File: src/rtl/instr_encoder_pkg.sv
// Shared types and constants for the RV32I instruction encoder.
package instr_encoder_pkg;

  // Operations accepted by the encoder.
  typedef enum logic [2:0] {
    OpAdd  = 3'd0,
    OpSub  = 3'd1,
    OpAddi = 3'd2,
    OpLw   = 3'd3,
    OpSw   = 3'd4,
    OpBeq  = 3'd5,
    OpJalr = 3'd6
  } enc_op_t;

  // Rejection reasons. The value is held on err_code between errors.
  typedef enum logic [1:0] {
    ENC_ERR_NONE  = 2'd0,
    ENC_ERR_RANGE = 2'd1,
    ENC_ERR_ALIGN = 2'd2
  } enc_err_t;

  // Immediate format selectors used to dispatch field packing.
  localparam logic [1:0] IMM_TYPE_I = 2'd0;
  localparam logic [1:0] IMM_TYPE_S = 2'd1;
  localparam logic [1:0] IMM_TYPE_B = 2'd2;
  localparam logic [1:0] IMM_TYPE_R = 2'd3;

  // Major opcodes.
  localparam logic [6:0] OPC_OP     = 7'b0110011;
  localparam logic [6:0] OPC_OP_IMM = 7'b0010011;
  localparam logic [6:0] OPC_LOAD   = 7'b0000011;
  localparam logic [6:0] OPC_STORE  = 7'b0100011;
  localparam logic [6:0] OPC_BRANCH = 7'b1100011;
  localparam logic [6:0] OPC_JALR   = 7'b1100111;

  localparam logic [2:0] F3_ADD  = 3'b000;
  localparam logic [2:0] F3_WORD = 3'b010;
  localparam logic [2:0] F3_BEQ  = 3'b000;

  localparam logic [6:0] F7_ADD = 7'b0000000;
  localparam logic [6:0] F7_SUB = 7'b0100000;

  // Encodable immediate ranges (bytes for the branch format).
  localparam int IMM12_MIN = -2048;
  localparam int IMM12_MAX = 2047;
  localparam int IMM13_MIN = -4096;
  localparam int IMM13_MAX = 4094;

  // Map an operation onto its instruction format.
  function automatic logic [1:0] fmt_of(enc_op_t op);
    unique case (op)
      OpAdd, OpSub:        fmt_of = IMM_TYPE_R;
      OpAddi, OpLw, OpJalr: fmt_of = IMM_TYPE_I;
      OpSw:                fmt_of = IMM_TYPE_S;
      OpBeq:               fmt_of = IMM_TYPE_B;
      default:             fmt_of = IMM_TYPE_R;
    endcase
  endfunction

endpackage

File: src/rtl/instr_encoder_if.sv
// Request / result bundle of the instruction encoder.
interface instr_encoder_if
  import instr_encoder_pkg::*;
#(
  parameter int unsigned DATA_WIDTH  = 32,
  parameter int unsigned INSTR_WIDTH = 32,
  parameter int unsigned ADDR_WIDTH  = 32
);
  logic                   in_valid;
  logic                   in_ready;
  enc_op_t                in_op;
  logic [4:0]             in_rd;
  logic [4:0]             in_rs1;
  logic [4:0]             in_rs2;
  logic [DATA_WIDTH-1:0]  in_imm;
  logic                   addr_load;
  logic [ADDR_WIDTH-1:0]  addr_value;
  logic                   out_valid;
  logic                   out_ready;
  logic [INSTR_WIDTH-1:0] out_instr;
  logic [ADDR_WIDTH-1:0]  out_addr;
  logic                   err_valid;
  enc_err_t               err_code;
  logic [15:0]            word_count;

  // Requester / consumer side.
  modport master (
    output in_valid, in_op, in_rd, in_rs1, in_rs2, in_imm, addr_load, addr_value, out_ready,
    input  in_ready, out_valid, out_instr, out_addr, err_valid, err_code, word_count
  );

  // Encoder side.
  modport slave (
    input  in_valid, in_op, in_rd, in_rs1, in_rs2, in_imm, addr_load, addr_value, out_ready,
    output in_ready, out_valid, out_instr, out_addr, err_valid, err_code, word_count
  );
endinterface

File: src/rtl/instr_field_packer.sv
// Combinational field packer: builds the RV32I word and flags unencodable immediates.
module instr_field_packer
  import instr_encoder_pkg::*;
#(
  parameter int unsigned DATA_WIDTH  = 32,
  parameter int unsigned INSTR_WIDTH = 32
) (
  input  enc_op_t                op_i,
  input  logic [4:0]             rd_i,
  input  logic [4:0]             rs1_i,
  input  logic [4:0]             rs2_i,
  input  logic [DATA_WIDTH-1:0]  imm_i,
  output logic [INSTR_WIDTH-1:0] instr_o,
  output enc_err_t               err_o
);

  logic signed [DATA_WIDTH-1:0] imm_s;
  logic                         in12, in13, op_known;
  logic [6:0]                   opc, f7;
  logic [2:0]                   f3;
  logic [31:0]                  word;

  assign imm_s = $signed(imm_i);
  assign in12  = (imm_s >= $signed(DATA_WIDTH'(IMM12_MIN))) &&
                 (imm_s <= $signed(DATA_WIDTH'(IMM12_MAX)));
  assign in13  = (imm_s >= $signed(DATA_WIDTH'(IMM13_MIN))) &&
                 (imm_s <= $signed(DATA_WIDTH'(IMM13_MAX)));

  // Per-operation opcode / funct fields.
  always_comb begin
    opc      = '0;
    f3       = '0;
    f7       = F7_ADD;
    op_known = 1'b1;
    unique case (op_i)
      OpAdd:   begin opc = OPC_OP;     f3 = F3_ADD;              end
      OpSub:   begin opc = OPC_OP;     f3 = F3_ADD; f7 = F7_SUB; end
      OpAddi:  begin opc = OPC_OP_IMM; f3 = F3_ADD;              end
      OpLw:    begin opc = OPC_LOAD;   f3 = F3_WORD;             end
      OpJalr:  begin opc = OPC_JALR;   f3 = F3_ADD;              end
      OpSw:    begin opc = OPC_STORE;  f3 = F3_WORD;             end
      OpBeq:   begin opc = OPC_BRANCH; f3 = F3_BEQ;              end
      default: op_known = 1'b0;
    endcase
  end

  // Format dispatch and range / alignment checks; RANGE wins over ALIGN.
  always_comb begin
    word  = '0;
    err_o = ENC_ERR_NONE;
    unique case (fmt_of(op_i))
      IMM_TYPE_R: word = {f7, rs2_i, rs1_i, f3, rd_i, opc};
      IMM_TYPE_I: begin
        word = {imm_i[11:0], rs1_i, f3, rd_i, opc};
        if (!in12) err_o = ENC_ERR_RANGE;
      end
      IMM_TYPE_S: begin
        word = {imm_i[11:5], rs2_i, rs1_i, f3, imm_i[4:0], opc};
        if (!in12) err_o = ENC_ERR_RANGE;
      end
      IMM_TYPE_B: begin
        word = {imm_i[12], imm_i[10:5], rs2_i, rs1_i, f3, imm_i[4:1], imm_i[11], opc};
        if (!in13)         err_o = ENC_ERR_RANGE;
        else if (imm_i[0]) err_o = ENC_ERR_ALIGN;
      end
      default: word = '0;
    endcase
    // Unsupported op codes produce an all-zero (illegal) word.
    if (!op_known) word = '0;
  end

  assign instr_o = INSTR_WIDTH'(word);

endmodule

File: src/rtl/instr_encoder.sv
// Streaming RV32I encoder: handshake, output register, address and word counters.
module instr_encoder
  import instr_encoder_pkg::*;
#(
  parameter int unsigned          DATA_WIDTH  = 32,
  parameter int unsigned          INSTR_WIDTH = 32,
  parameter int unsigned          ADDR_WIDTH  = 32,
  parameter logic [ADDR_WIDTH-1:0] BASE_ADDR  = '0
) (
  input logic               clk,
  input logic               rst,
  instr_encoder_if.slave    bus
);

  logic [INSTR_WIDTH-1:0] packed_instr;
  enc_err_t               packed_err;

  instr_field_packer #(
    .DATA_WIDTH (DATA_WIDTH),
    .INSTR_WIDTH(INSTR_WIDTH)
  ) u_packer (
    .op_i   (bus.in_op),
    .rd_i   (bus.in_rd),
    .rs1_i  (bus.in_rs1),
    .rs2_i  (bus.in_rs2),
    .imm_i  (bus.in_imm),
    .instr_o(packed_instr),
    .err_o  (packed_err)
  );

  logic                   out_valid_q, out_valid_d;
  logic [INSTR_WIDTH-1:0] out_instr_q, out_instr_d;
  // Address of the held word, or of the next word while the register is empty.
  logic [ADDR_WIDTH-1:0]  out_addr_q, out_addr_d;
  logic                   err_valid_q, err_valid_d;
  enc_err_t               err_code_q, err_code_d;
  logic [15:0]            word_count_q, word_count_d;
  logic                   in_ready, accept, load_word, xfer;

  assign in_ready  = !out_valid_q || bus.out_ready;
  assign accept    = bus.in_valid && in_ready;
  assign load_word = accept && (packed_err == ENC_ERR_NONE);
  assign xfer      = out_valid_q && bus.out_ready;

  // Next-state for output register, address counter, error and statistics.
  always_comb begin
    out_valid_d  = out_valid_q;
    out_instr_d  = out_instr_q;
    out_addr_d   = out_addr_q;
    err_valid_d  = 1'b0;
    err_code_d   = err_code_q;
    word_count_d = word_count_q;

    if (xfer) begin
      out_valid_d = 1'b0;
      out_addr_d  = out_addr_q + ADDR_WIDTH'(4);
    end else if (!out_valid_q && bus.addr_load) begin
      out_addr_d = {bus.addr_value[ADDR_WIDTH-1:2], 2'b00};
    end

    if (load_word) begin
      out_valid_d = 1'b1;
      out_instr_d = packed_instr;
      if (word_count_q != 16'hFFFF) word_count_d = word_count_q + 16'd1;
    end

    if (accept && (packed_err != ENC_ERR_NONE)) begin
      err_valid_d = 1'b1;
      err_code_d  = packed_err;
    end
  end

  // State registers with asynchronous active-high reset.
  always_ff @(posedge clk or posedge rst) begin
    if (rst) begin
      out_valid_q  <= 1'b0;
      out_instr_q  <= '0;
      out_addr_q   <= BASE_ADDR;
      err_valid_q  <= 1'b0;
      err_code_q   <= ENC_ERR_NONE;
      word_count_q <= '0;
    end else begin
      out_valid_q  <= out_valid_d;
      out_instr_q  <= out_instr_d;
      out_addr_q   <= out_addr_d;
      err_valid_q  <= err_valid_d;
      err_code_q   <= err_code_d;
      word_count_q <= word_count_d;
    end
  end

  assign bus.in_ready   = in_ready;
  assign bus.out_valid  = out_valid_q;
  assign bus.out_instr  = out_instr_q;
  assign bus.out_addr   = out_addr_q;
  assign bus.err_valid  = err_valid_q;
  assign bus.err_code   = err_code_q;
  assign bus.word_count = word_count_q;

endmodule

File: src/flat_wrapper.sv
// flat-port wrapper written by rule: the top's interface ports become plain ports
module instr_encoder_flat import instr_encoder_pkg::*;
#(
  parameter int unsigned          DATA_WIDTH  = 32,
  parameter int unsigned          INSTR_WIDTH = 32,
  parameter int unsigned          ADDR_WIDTH  = 32,
  parameter logic [ADDR_WIDTH-1:0] BASE_ADDR  = '0
)
  (clk, rst, bus_in_valid, bus_in_op, bus_in_rd, bus_in_rs1, bus_in_rs2, bus_in_imm, bus_addr_load, bus_addr_value, bus_out_ready, bus_in_ready, bus_out_valid, bus_out_instr, bus_out_addr, bus_err_valid, bus_err_code, bus_word_count);
  instr_encoder_if #(.DATA_WIDTH(DATA_WIDTH), .INSTR_WIDTH(INSTR_WIDTH), .ADDR_WIDTH(ADDR_WIDTH)) bus_i ();
  input logic clk;
  input logic rst;
  input wire logic [$bits(bus_i.in_valid)-1:0] bus_in_valid;
  input wire logic [$bits(bus_i.in_op)-1:0] bus_in_op;
  input wire logic [$bits(bus_i.in_rd)-1:0] bus_in_rd;
  input wire logic [$bits(bus_i.in_rs1)-1:0] bus_in_rs1;
  input wire logic [$bits(bus_i.in_rs2)-1:0] bus_in_rs2;
  input wire logic [$bits(bus_i.in_imm)-1:0] bus_in_imm;
  input wire logic [$bits(bus_i.addr_load)-1:0] bus_addr_load;
  input wire logic [$bits(bus_i.addr_value)-1:0] bus_addr_value;
  input wire logic [$bits(bus_i.out_ready)-1:0] bus_out_ready;
  output wire logic [$bits(bus_i.in_ready)-1:0] bus_in_ready;
  output wire logic [$bits(bus_i.out_valid)-1:0] bus_out_valid;
  output wire logic [$bits(bus_i.out_instr)-1:0] bus_out_instr;
  output wire logic [$bits(bus_i.out_addr)-1:0] bus_out_addr;
  output wire logic [$bits(bus_i.err_valid)-1:0] bus_err_valid;
  output wire logic [$bits(bus_i.err_code)-1:0] bus_err_code;
  output wire logic [$bits(bus_i.word_count)-1:0] bus_word_count;
  assign bus_i.in_valid = bus_in_valid;
  assign bus_i.in_op = bus_in_op;
  assign bus_i.in_rd = bus_in_rd;
  assign bus_i.in_rs1 = bus_in_rs1;
  assign bus_i.in_rs2 = bus_in_rs2;
  assign bus_i.in_imm = bus_in_imm;
  assign bus_i.addr_load = bus_addr_load;
  assign bus_i.addr_value = bus_addr_value;
  assign bus_i.out_ready = bus_out_ready;
  assign bus_in_ready = bus_i.in_ready;
  assign bus_out_valid = bus_i.out_valid;
  assign bus_out_instr = bus_i.out_instr;
  assign bus_out_addr = bus_i.out_addr;
  assign bus_err_valid = bus_i.err_valid;
  assign bus_err_code = bus_i.err_code;
  assign bus_word_count = bus_i.word_count;
  instr_encoder #(.DATA_WIDTH(DATA_WIDTH), .INSTR_WIDTH(INSTR_WIDTH), .ADDR_WIDTH(ADDR_WIDTH), .BASE_ADDR(BASE_ADDR)) u_core (.clk(clk), .rst(rst), .bus(bus_i));
endmodule
File: config.mk
export PLATFORM = sky130hd
export DESIGN_NAME = instr_encoder_flat
export DESIGN_NICKNAME = d
export VERILOG_FILES = /design/src/rtl/instr_encoder_pkg.sv /design/src/rtl/instr_encoder_if.sv /design/src/rtl/instr_field_packer.sv /design/src/rtl/instr_encoder.sv /design/src/flat_wrapper.sv
export SDC_FILE = /design/constraint.sdc
export NUM_CORES = 1
export LEC_CHECK = 0
export BUFFER_PORTS_ARGS = -buffer_cell sky130_fd_sc_hd__buf_4
export CAP_MARGIN = 5
export CORE_UTILIZATION = 39
export CTS_CLUSTER_SIZE = 12
export DETAILED_ROUTE_END_ITERATION = 8
export HOLD_SLACK_MARGIN = 0.15
export PLACE_DENSITY = 0.66
export SLEW_MARGIN = 20
export SYNTH_ARGS = -nofsm -noshare
export SYNTH_HDL_FRONTEND = slang
export SYNTH_HIERARCHICAL = 1
export SYNTH_SLANG_ARGS = --single-unit
export TNS_END_PERCENT = 5
File: constraint.sdc
create_clock -name clk -period 3.8 [get_ports clk]
set_clock_uncertainty 0.05 [all_clocks]
set_input_delay 0.76 -clock clk [delete_from_list [all_inputs] [get_ports clk]]
set_output_delay 0.76 -clock clk [all_outputs]
set_load 0.05 [all_outputs]
==> reports/metrics.cfg <==
[drt]
wirelength_um = 12100
ant_nets = 0
dr.pass1.iters = 4
num_vias = 4090
post-route-drc-count = 0
via_per_inst = 5.44
drt_first_iter_violations = 191
post_drt_wl_per_cell_um = 16.1

[floorplan]
initial_core_util_pct = 40.5
die_area_sq_mm = 0.0118
die_h_um = 109
fp.dieW_um = 109
io_pins = 172
rows = 38
core_sq_mm = 0.0110

[clock_network]
clockRootBuffer = clkbuf_16
ctsHoldBuffers = 0
clk_path_buf_depth = 2
cts_inserted_buffers = 9
cts_tree = done
cts.reportedPaths.clkPinSlew_ns = 0.06
cts_max_level = 3
ctsResizeCount = 0
clock-sinks = 82
post_cts_buffers = 0
insertion_delay_ns = 0.33

[sta]
finalSetupTns_ns = 0
setup_viol = 0
min_period_ns = 3.05
slew-limit-headroom_pct = 52.2
fmax_mhz = 328
grt_setup_unrepaired = no
slew_violations = 0
period_share_pct = 80.2
max_slew.worst_pin.slew_ns = 0.711
hold_viol = 0

[synthesis]
yosysUniqueCellTypes = 61
netlist_area_sq_mm = 0.00444
synthTopCellsByArea = dfrtp_1 (46%), mux2_2 (8.6%), nand2_1 (3.8%), nand3_1 (3.7%), nand4_1 (2.4%)
synthFlopType = dfrtp_1
syn_inst = 446
synth_top_area_cell = dfrtp_1
synth_seq_area_share_pct = 46.2
synth_area_per_cell_sq_um = 9.96
synth_top_area_share_pct = 46.2
synth-edff-count = 0
ys_seq_elements = 82
yosys_warnings = 6
async_reset_ff_share_pct = 100

[worst_setup_path]
cp_max_fo = 4
path_cells = buf_4 -> nor4_1 -> nand3_1 -> nor3_1 -> o32ai_1 -> nor2_1 -> nand3_2 -> nor4_1 -> nand4_1 -> xnor2_1
arrival_ns = 3.21
crit_family = simple AND/OR/NAND/NOR gates
end_kind = flop
cp_slowest_stage_delay_ns = 0.67
cp-start-kind = input port
path_common_cell = nor4_1
worst_path_max_delay_cell = nor4_1
r2r_slack_ns = 1.49
cp.required_ns = 3.97
worstSetupPathType = input port to flop
crit_buf_inv = 1

[power]
p_clk_share_pct = 22.8
seq_power_share_pct = 36.8
ir_drop_uv = 362
powerDensity_mw_per_mm2 = 552
p_sw_mw = 1.41
swShare_pct = 42.1
p_leak_nw = 2.77
p_int_mw = 1.93
combPwrFrac_pct = 40.4

[place]
port_buffers = 167
hpwlAfterDp_um = 9130
postPlaceCellArea_sq_mm = 0.00580
gp_congestion = 0.862

[finish]
fin_util_pct = 55.1
antenna_cells = 0
nets = 697
drive_above_1_share_pct = 39.2
syn2layout_area_growth_pct = 36.2
final_area_sq_mm = 0.00605

[worst_hold_path]
worstHoldPathType = input port to asynchronous set/reset pin

[global_routing]
grt_max_degree = 35
antenna_found_initial = 0
grt_overflow = 0
grt_usage_pct = 21.1
grt_pass1_vias = 3987
grt_pass1_wl_um = 19300

[run]
maxCapViolCount = 0

[status]
status = complete, no violations

## area by class of cell
type | count | area (sq um)
clock buffer | 12 | 236
inverter | 15 | 57.6
sequential | 82 | 2050
multi-input combinational | 327 | 2220
timing repair buffer | 173 | 1300
tap | 140 | 175
fill | 1001 | 4930
clock inverter | 3 | 17.5
## flip-flops by register name (all words and copies together) (netlist names)
signal	cells
u_core/bus.err_code	2
u_core/bus.err_valid	1
u_core/bus.out_addr	30
u_core/bus.out_instr	32
u_core/bus.out_valid	1
u_core/bus.word_count	16
## kinds of logic after synthesis
logic type	Yosys count	share of synthesized area, %
AND/OR/NAND/NOR	184	22.7
AO/OA/AOI/OAI	82	13.6
flip-flops	82	46.2
buffers and inverters	40	4.19
multiplexers	35	8.84
XOR/XNOR	19	3.74
adder cells (fa/ha/maj)	2	0.563
other	2	0.169
## cells in the final DEF (no fill, tap or decap), drive strengths merged, types with 12 or more instances in the layout
cell	synthesis	routed
and2	13	13
buf	15	173
clkbuf	10	12
dfrtp	82	82
inv	15	14
mux2	34	34
nand2	45	45
nand3	35	35
nand4	18	18
nor2	18	18
o21ai	15	15
## synthesized netlist by cell type (9+ instances only)
cell type and n:
nand3_1 33, xnor2_1 11, o211ai_1 10, inv_1 15, o21ai_0 15, nand2_1 45
nand4_1 17, nor2_1 17, dfrtp_1 82, clkbuf_1 10, mux2_2 34, and2_1 13
nor4_1 9, a21oi_1 11, nor3_1 10
## per-layer routing
metal | up-vias | share of wire [%] | global-route usage [%]
met2 | 138 | 49 | 35.8
met5 | - | 0 | 0
met3 | 20 | 6.8 | 5.02
met4 | 0 | 1.9 | 7.92
met1 | 1962 | 42 | 26.0
li1 | 1970 | - | -
## power by group through the flow
| stage | clock network (mW) | logic [mW] | registers [mW] |
|---|---|---|---|
| 4_1_cts | 0.793 | 1.36 | 1.23 |
| 2_1_floorplan | 0 | 0.328 | 1.79 |
| 6_report | 0.763 | 1.35 | 1.23 |
| 3_5_place_dp | 0 | 1.36 | 1.24 |
| 3_3_place_gp | 0 | 1.34 | 1.23 |
| 5_1_grt | 0.828 | 1.42 | 1.25 |
## through the flow
| stage | power [mW] | hold slack [ns] | worst slack (ns) | cells |
|---|---|---|---|---|
| after floorplan | 2.12 | 0.691 | 0.882 | 449 |
| after global placement | 2.57 | 0.416 | 0.617 | 737 |
| after detailed placement | 2.60 | 0.427 | 0.534 | 737 |
| after CTS | 3.38 | 0.395 | 0.797 | 752 |
| after global routing | 3.51 | 0.435 | 0.509 | 752 |
| final | 3.34 | 0.390 | 0.754 | 752 |
## final timing paths
path / endpoint / from / cells after the start
setup / recovery: u_core/bus.word_count[12] / bus_in_imm[28] / 10
min in group clk: u_core/bus.err_code[0] / u_core/bus.err_code[0] / 2
setup reg to reg: u_core/bus.out_addr[26] / u_core/bus.out_valid / 5
hold / removal: u_core/bus.word_count[0] / rst / 2
max in group asynchronous: u_core/bus.word_count[7] / rst / 3
hold reg to reg: u_core/bus.err_code[0] / u_core/bus.err_code[0] / 2
Note: power is estimated with default switching activity, not from simulation.
